--- src/rtl/misaligned_store_split.sv ---
// misaligned_store_split: turns one byte/half/word store at any byte address
// into one or two word-aligned memory beats with byte enables, stalling the
// upstream store stage until every beat has been accepted.
// Optional feature macro: MISALIGN_TRAP_EN rejects word-crossing stores with a
// one-cycle misalign_fault pulse instead of splitting them.
module misaligned_store_split #(
  parameter int ADDR_W = 32
) (
  input  logic              clk,
  input  logic              reset,
  input  logic              st_valid,
  input  logic [ADDR_W-1:0] st_addr,
  input  logic [31:0]       st_data,
  input  logic [1:0]        st_size,
  output logic              st_stall,
  output logic              st_done,
  output logic              misalign_fault,
  output logic              mem_valid,
  input  logic              mem_ready,
  output logic [ADDR_W-1:0] mem_addr,
  output logic [31:0]       mem_wdata,
  output logic [3:0]        mem_be
);

  typedef enum logic [1:0] {IDLE = 2'd0, BEAT0 = 2'd1, BEAT1 = 2'd2} state_t;

  state_t            state_q, state_d;
  logic [ADDR_W-1:0] addr_q, addr_d;
  logic [31:0]       data_q, data_d;
  logic [1:0]        size_q, size_d;

  function automatic logic [2:0] size_bytes(input logic [1:0] s);
    case (s)
      2'b00:   return 3'd1;
      2'b01:   return 3'd2;
      default: return 3'd4;
    endcase
  endfunction

  function automatic logic [3:0] size_mask(input logic [1:0] s);
    case (s)
      2'b00:   return 4'b0001;
      2'b01:   return 4'b0011;
      default: return 4'b1111;
    endcase
  endfunction

  function automatic logic [31:0] data_mask(input logic [1:0] s);
    case (s)
      2'b00:   return 32'h0000_00FF;
      2'b01:   return 32'h0000_FFFF;
      default: return 32'hFFFF_FFFF;
    endcase
  endfunction

  // A store crosses when its last byte lands in the next word (3-bit sum).
  function automatic logic crosses(input logic [1:0] o, input logic [1:0] s);
    logic [2:0] sum;
    sum = {1'b0, o} + size_bytes(s);
    return sum > 3'd4;
  endfunction

  // Beat fields derived from the latched request (data already masked).
  logic [1:0]        off;
  logic [2:0]        rem;
  logic [3:0]        m;
  logic              cross_q;
  logic [ADDR_W-1:0] addr0, addr1;
  logic [3:0]        be0, be1;
  logic [31:0]       wd0, wd1;

  assign off     = addr_q[1:0];
  assign rem     = 3'd4 - {1'b0, off};
  assign m       = size_mask(size_q);
  assign cross_q = crosses(off, size_q);
  assign addr0   = {addr_q[ADDR_W-1:2], 2'b00};
  assign addr1   = addr0 + ADDR_W'(4);
  assign be0     = m << off;
  assign be1     = m >> rem;
  assign wd0     = data_q << {off, 3'b000};
  assign wd1     = data_q >> {rem, 3'b000};

  logic trap_hit;

`ifdef MISALIGN_TRAP_EN
  logic fault_q;

  assign trap_hit = (state_q == IDLE) && st_valid && crosses(st_addr[1:0], st_size);

  // Fault pulse follows the rejected request by one cycle.
  always_ff @(posedge clk or negedge reset) begin
    if (!reset) fault_q <= 1'b0;
    else        fault_q <= trap_hit;
  end

  assign misalign_fault = fault_q;
`else
  assign trap_hit       = 1'b0;
  assign misalign_fault = 1'b0;
`endif

  // State and request registers; reset drops any pending beats.
  always_ff @(posedge clk or negedge reset) begin
    if (!reset) begin
      state_q <= IDLE;
      addr_q  <= '0;
      data_q  <= '0;
      size_q  <= '0;
    end else begin
      state_q <= state_d;
      addr_q  <= addr_d;
      data_q  <= data_d;
      size_q  <= size_d;
    end
  end

  // Next-state, request latch and beat outputs; memory outputs are zero in IDLE.
  always_comb begin
    state_d   = state_q;
    addr_d    = addr_q;
    data_d    = data_q;
    size_d    = size_q;
    st_done   = 1'b0;
    mem_valid = 1'b0;
    mem_addr  = '0;
    mem_wdata = '0;
    mem_be    = '0;
    case (state_q)
      IDLE: begin
        if (st_valid && !trap_hit) begin
          addr_d  = st_addr;
          data_d  = st_data & data_mask(st_size);
          size_d  = st_size;
          state_d = BEAT0;
        end
      end
      BEAT0: begin
        mem_valid = 1'b1;
        mem_addr  = addr0;
        mem_wdata = wd0;
        mem_be    = be0;
        if (mem_ready) begin
          if (cross_q) begin
            state_d = BEAT1;
          end else begin
            state_d = IDLE;
            st_done = 1'b1;
          end
        end
      end
      BEAT1: begin
        mem_valid = 1'b1;
        mem_addr  = addr1;
        mem_wdata = wd1;
        mem_be    = be1;
        if (mem_ready) begin
          state_d = IDLE;
          st_done = 1'b1;
        end
      end
      default: state_d = IDLE;
    endcase
  end

  assign st_stall = (state_q != IDLE);

endmodule

--- config.mk ---
export PLATFORM = sky130hd
export DESIGN_NAME = misaligned_store_split
export DESIGN_NICKNAME = d
export VERILOG_FILES = /design/src/rtl/misaligned_store_split.sv
export SDC_FILE = /design/constraint.sdc
export NUM_CORES = 1
export LEC_CHECK = 0
export CAP_MARGIN = 10
export CORE_MARGIN = 3
export CORE_UTILIZATION = 45
export DETAILED_ROUTE_END_ITERATION = 10
export PLACE_DENSITY = 0.76
export RECOVER_POWER = 25
export SLEW_MARGIN = 20
export SYNTH_ARGS = -nofsm -noshare
export SYNTH_HDL_FRONTEND = slang
export SYNTH_SLANG_ARGS = --single-unit
--- constraint.sdc ---
create_clock -name clk -period 9.3 [get_ports clk]
set_clock_uncertainty 0.15 [all_clocks]
set_input_delay 2.325 -clock clk [delete_from_list [all_inputs] [get_ports clk]]
set_output_delay 2.325 -clock clk [all_outputs]
set_load 0.01 [all_outputs]
---- Word level (Yosys, flattened, before mapping) ----
Cells that the tools add are included.
operators by class
  add/subtract/negate cells ............... 3
  order comparisons ....................... 1
  equal/unequal tests ..................... 7
  shift operators ......................... 4
  muxes and demuxes ....................... 18
  bitwise logic cells ..................... 1
  reduce and logical (&&, ||, !) cells .... 7
operators by type and width
  kind                                                                    count
  32-bit case mux with 2 select lines                                     3
  32-bit 2-to-1 mux                                                       2
  32-bit by 3-bit adder with 32-bit output (second input constant)        1
  32-bit AND                                                              1
  32-bit by 5-bit left shift with 32-bit output                           1
  32-bit by 6-bit >> shifter with 32-bit output                           1
  4-bit case mux with 2 select lines                                      2
  2-bit 2-to-1 mux                                                        4
  2-bit by 1-bit equality test with 1-bit output (second input constant)  3
  2-bit zero test                                                         3
  2-bit inequality test (second input constant)                           3
  2-bit case mux with 3 select lines                                      1
  3-bit case mux with 2 select lines                                      1
  1-bit 2-to-1 mux                                                        4
  4-bit by 2-bit left shift with 4-bit output                             1
  4-bit by 3-bit >> shifter with 4-bit output                             1
  2-bit by 3-bit adder with 3-bit output                                  1
  3-bit greater-than comparator (second input constant)                   1
  3-bit AND reduction                                                     1
  3-bit by 2-bit subtractor with 3-bit output (first input constant)      1
  2-bit equality test (second input constant)                             1
  1-bit case mux with 2 select lines                                      1
  2-bit AND reduction                                                     1
  2-bit nonzero test                                                      1
  2-bit OR reduction                                                      1
storage, ports and cells
  register bits after elaboration ......... 68
  output and inout port bits .............. 72
  word-level logic and storage cells ...... 45

---- Depth between registers and ports, before layout ----
  word-level depth ........................ 7
  gate-level depth with buffers ........... 10
  gate-level depth less buffers ........... 8

---- Worst setup path before layout ----
OpenSTA, ideal clock, no wires.
  path kind ............................... input to output
  start point ............................. input mem_ready
  end point ............................... output st_done
  arrival ................................. 2.547 ns
  slack ................................... 4.278 ns
  stages on the path ...................... 2
  path buffers ............................ 0
  cells stage by stage .................... nand2_1 nor2_1
between the ends
  longest elaborated chain between the ends .. 2
  elaborated cells on any way between the ends .. 3
RTL lines
  what                                        line      source
  start: declaration                          19        input logic mem_ready,
  1-bit 2-to-1 mux, on equally long branches  156, 142
  1-bit case mux with 2 select lines *        128       case (state_q)
  end: declaration                            16        output logic st_done,
Mark *: on every way between the ends. The rest lies on a longest branch, timed or not.

---- Worst setup path in the final report ----
  start point ............................. register addr_q[0]
  end point ............................... output mem_wdata[14]
between the ends
  longest elaborated chain between the ends .. 3
  elaborated cells on any way between the ends .. 4
RTL lines
  what                                           line  source
  start: declaration                             28    logic [ADDR_W-1:0] addr_q, addr_d;
  start signal: assignment                       111   addr_q <= addr_d;
  3-bit by 2-bit subtractor with 3-bit output    73    assign rem = 3'd4 - {1'b0, off};
  32-bit by 6-bit >> shifter with 32-bit output  81    assign wd1 = data_q >> {rem, 3'b000};
  32-bit case mux with 2 select lines *          128
  end: declaration                               21    output logic [31:0] mem_wdata,
Marked as above.

==> flow_summary_export.csv <==
group,metric,value,unit
grt,grt_start_max_net_pins,84,
grt,wire_length_of_the_first_global_routing_pass,24600,um
sta,final_min_period_over_clock_period,0.711,
worst_setup_path,critPathMaxFanout,38,
drt,post_drt_wl_per_cell,18.5,um
pwr,power.leakage,2.61,nW
synthesis,synthFlopType,"sky130_fd_sc_hd__dfrtp_1",
job,max-cap-violations,1,
pwr,power.share.sequential,0.307,
sta,tightest_slew,3.69,ns
outcome,status,"finished, violations left",
clock_network,htree_levels,3,
clock_network,count_of_hold_fix_buffers_inserted_at_cts,0,
layout,final_cell_mix,"sky130_fd_sc_hd__clkdlybuf4s50_1 (137), sky130_fd_sc_hd__nand2_1 (76), sky130_fd_sc_hd__dfrtp_1 (68), sky130_fd_sc_hd__mux2_2 (54), sky130_fd_sc_hd__o21ai_0 (34)",
sta,period_minus_slack,6.61,ns
synthesis,leading_post_synthesis_cells_by_cell_area,"sky130_fd_sc_hd__dfrtp_1 (33%), sky130_fd_sc_hd__mux2_2 (12%), sky130_fd_sc_hd__nand2_1 (5.6%)",
worst_setup_path,crit_path_start_kind,"flop",
placement,postPlaceCellArea,6520,um^2
grt,grt.overflow.total,0,
outcome,violations,"max-capacitance violations, max-slew violations",
pwr,netSwitchingFraction,0.436,
floorplan,core-area,11000,um^2
synthesis,ys_async_sr_fraction,1.00,
pwr,internal_power,0.00123,W
synthesis,yosys_warnings,0,
worst_setup_path,timing.critical_path.to_type,"primary output",
drt,vias,5050,
synthesis,part_of_the_yosys_area_used_for_sequential_elements,0.329,
worst_setup_path,required,6.83,ns
worst_hold_path,worstHoldPathType,"reg2reg",
drt,final_antenna_net_count,0,
worst_setup_path,critPathArrivalTime,4.14,ns
layout,area.sequential,1700,um^2
sta,max_slew_margin,-1.46,
sta,final_setup_tns,0,ns
floorplan,dieArea,12800,um^2
worst_setup_path,critical_path.cell_chain,"buf_4, inv_1, ha_1, or3b_1, a21oi_4, a22oi_1, a21boi_1, clkdlybuf4s50_1",
layout,fillers,973,
worst_setup_path,path_class,"reg2out",
layout,antenna_cells,0,
pwr,p_sw,0.000951,W
pwr,power-per-cell-area,321,nW/um^2
clock_network,cts_max_path_buffers,2,
drt,detailedRoute.firstIterationViolations,548,
sta,setup_ws,2.69,ns
sta,max_clock_freq,151,MHz
pwr,power.combinational.fraction,0.549,
clock_network,cts.repair_timing.setup_buffer_count,0,
pwr,power.clock.fraction,0.144,
layout,syn_to_final_growth,31.5,%
layout,finalInstanceArea,6800,um^2
drt,wl,15400,um
placement,port_buffers,138,
worst_setup_path,worst-r2r-cell-count,6,
sta,hold_viol_final,0,
sta,finalSetupViolCount,0,
floorplan,ports_placed_on_the_boundary,142,
clock_network,cts_root_buffer,"sky130_fd_sc_hd__clkbuf_16",
layout,fraction_of_final_layout_cells_with_drive_strength_greater_than_1,0.140,
layout,multiInputGateArea,3180,um^2
sta,number_of_pins_exceeding_their_max_slew_limit_in_the_final_report,69,
placement,place.detailed.hpwl,10800,um
grt,track_usage,0.235,
clock_network,cts_resized,0,
floorplan,chipWidth,113,um
synthesis,synth_enable_flop_cells,0,
grt,grt_pass1_vias,4866,
layout,layout_commonest_cell,"sky130_fd_sc_hd__clkdlybuf4s50_1",
synthesis,synth_cell_type_count,68,
clock_network,clock-sinks,68,
clock_network,cts_tree,"yes",
clock_network,cts.clk_slew.worst_paths,0.06,ns
drt,detail_route.first_pass.iterations,7,
synthesis,postSynthRegisterBits,68,
worst_setup_path,crit_slowest_cell,"sky130_fd_sc_hd__or3b_1",
synthesis,synthesis.area,5170,um^2
floorplan,floorplan.die.height,113,um
synthesis,synth_cells,579,
sta,rsz0062_at_grt,"false",
worst_hold_path,whs_path_depth,1,
synthesis,synth_area_per_cell,8.93,um^2
floorplan,initial_utilization,0.469,
drt,drt-vias-per-instance,6.08,
grt,antenna_found_initial,0,
layout,design.final.nets,764,
clock_network,cts_buffers,9,
pwr,power.ir.vdd_worst,0.154,mV
placement,dpl_worst_slack,3.07,ns
synthesis,synth_top_cell_by_area,"sky130_fd_sc_hd__dfrtp_1",
layout,layout.core_utilization,0.616,
floorplan,site_rows,38,
synthesis,synth_top_area_share,0.329,
clock_network,clk-insertion-delay-late,0.33,ns
sta,hold_slack,0.398,ns
placement,gp_routability_congestion,0.914,
worst_setup_path,critPathMaxStageDelay,0.64,ns
drt,drcViolationCount,0,
[cell type report]
cell class              instances  share of cell area
flip-flops and latches         68               0.250
multi-input cells             452               0.469
clock inverters                 7             0.00755
inverters                      11             0.00608
well taps                     140              0.0258
repair buffers                144               0.209
clock buffers                   9              0.0331
[metal layers]
layer  wire length [um]  track usage  vias to the layer above
met3               1230       0.0428                       26
li1                   -            -                     2358
met4                314       0.0849                        0
met5                  0            0                        -
met2               7260        0.370                      248
met1               6570        0.324                     2418
[registers in the layout (all words and copies together) (netlist names)]
| register | flops |
|---|---|
| size_q | 2 |
| data_q | 32 |
| addr_q | 32 |
| state_q | 2 |
[per-stage QoR]
step,total power (W),cells
final,0.00218,831
after global routing,0.00234,831
after CTS,0.00218,831
after detailed placement,0.00185,815
after global placement,0.00182,815
after floorplan,0.00142,581
[synth_stat cells (5+ instances only)]
library cell and instances:
sky130_fd_sc_hd__mux2_2 54, sky130_fd_sc_hd__a22o_1 25, sky130_fd_sc_hd__o21a_1 5, sky130_fd_sc_hd__nand3_1 11, sky130_fd_sc_hd__nand2_1 77, sky130_fd_sc_hd__inv_1 11
sky130_fd_sc_hd__buf_4 6, sky130_fd_sc_hd__a31oi_1 7, sky130_fd_sc_hd__a21o_1 5, sky130_fd_sc_hd__mux2i_1 12, sky130_fd_sc_hd__buf_2 8, sky130_fd_sc_hd__o21ai_0 34
sky130_fd_sc_hd__a21boi_0 8, sky130_fd_sc_hd__a31o_2 8, sky130_fd_sc_hd__nor3_1 6, sky130_fd_sc_hd__a22oi_1 18, sky130_fd_sc_hd__nand2b_1 7, sky130_fd_sc_hd__nand4_1 9
sky130_fd_sc_hd__nor2_1 25, sky130_fd_sc_hd__a21oi_1 18, sky130_fd_sc_hd__clkbuf_1 29, sky130_fd_sc_hd__and3_1 5, sky130_fd_sc_hd__nor2b_1 31, sky130_fd_sc_hd__a21boi_1 8
sky130_fd_sc_hd__dfrtp_1 68, sky130_fd_sc_hd__ha_1 7, sky130_fd_sc_hd__a222oi_1 8
[critical path, delay by kind of cell (launching register included)]
family                   cells  cell delay (ns)
AO/OA/AOI/OAI                3             0.96
buffers and inverters        3             1.29
AND/OR/NAND/NOR              1             0.64
adder cells (fa/ha/maj)      1             0.60
flip-flops                   1             0.32
[power by group through the flow]
stage	Combinational, W	Clock [W]	Sequential [W]
after floorplan	0.000851	0	0.000573
after global placement	0.00116	0	0.000657
after detailed placement	0.00119	0	0.000666
after CTS	0.00119	0.000322	0.000662
after global routing	0.00130	0.000336	0.000698
final	0.00120	0.000314	0.000670
[worst paths after layout]
| kind | from | endpoint | slack, ns |
|---|---|---|---|
| max | addr_q[0] | mem_wdata[14] | 2.69 |
| min | state_q[1] | state_q[1] | 0.40 |
| max reg2reg | state_q[0] | data_q[15] | 6.91 |
| min reg2reg | state_q[1] | state_q[1] | 0.40 |
| max in group asynchronous | reset | addr_q[0] | 3.70 |
| min in group asynchronous | reset | data_q[12] | 3.22 |
[cells by family after synthesis]
logic type,after synthesis,synth area share
simple gates,199,0.204
compound gates,174,0.244
flops,68,0.329
mux,66,0.141
buf+inv,61,0.0566
fa+ha+maj,8,0.0208
xor+xnor,2,0.00339
other cells,1,0.000726
Note: power is estimated with default switching activity, not from simulation.
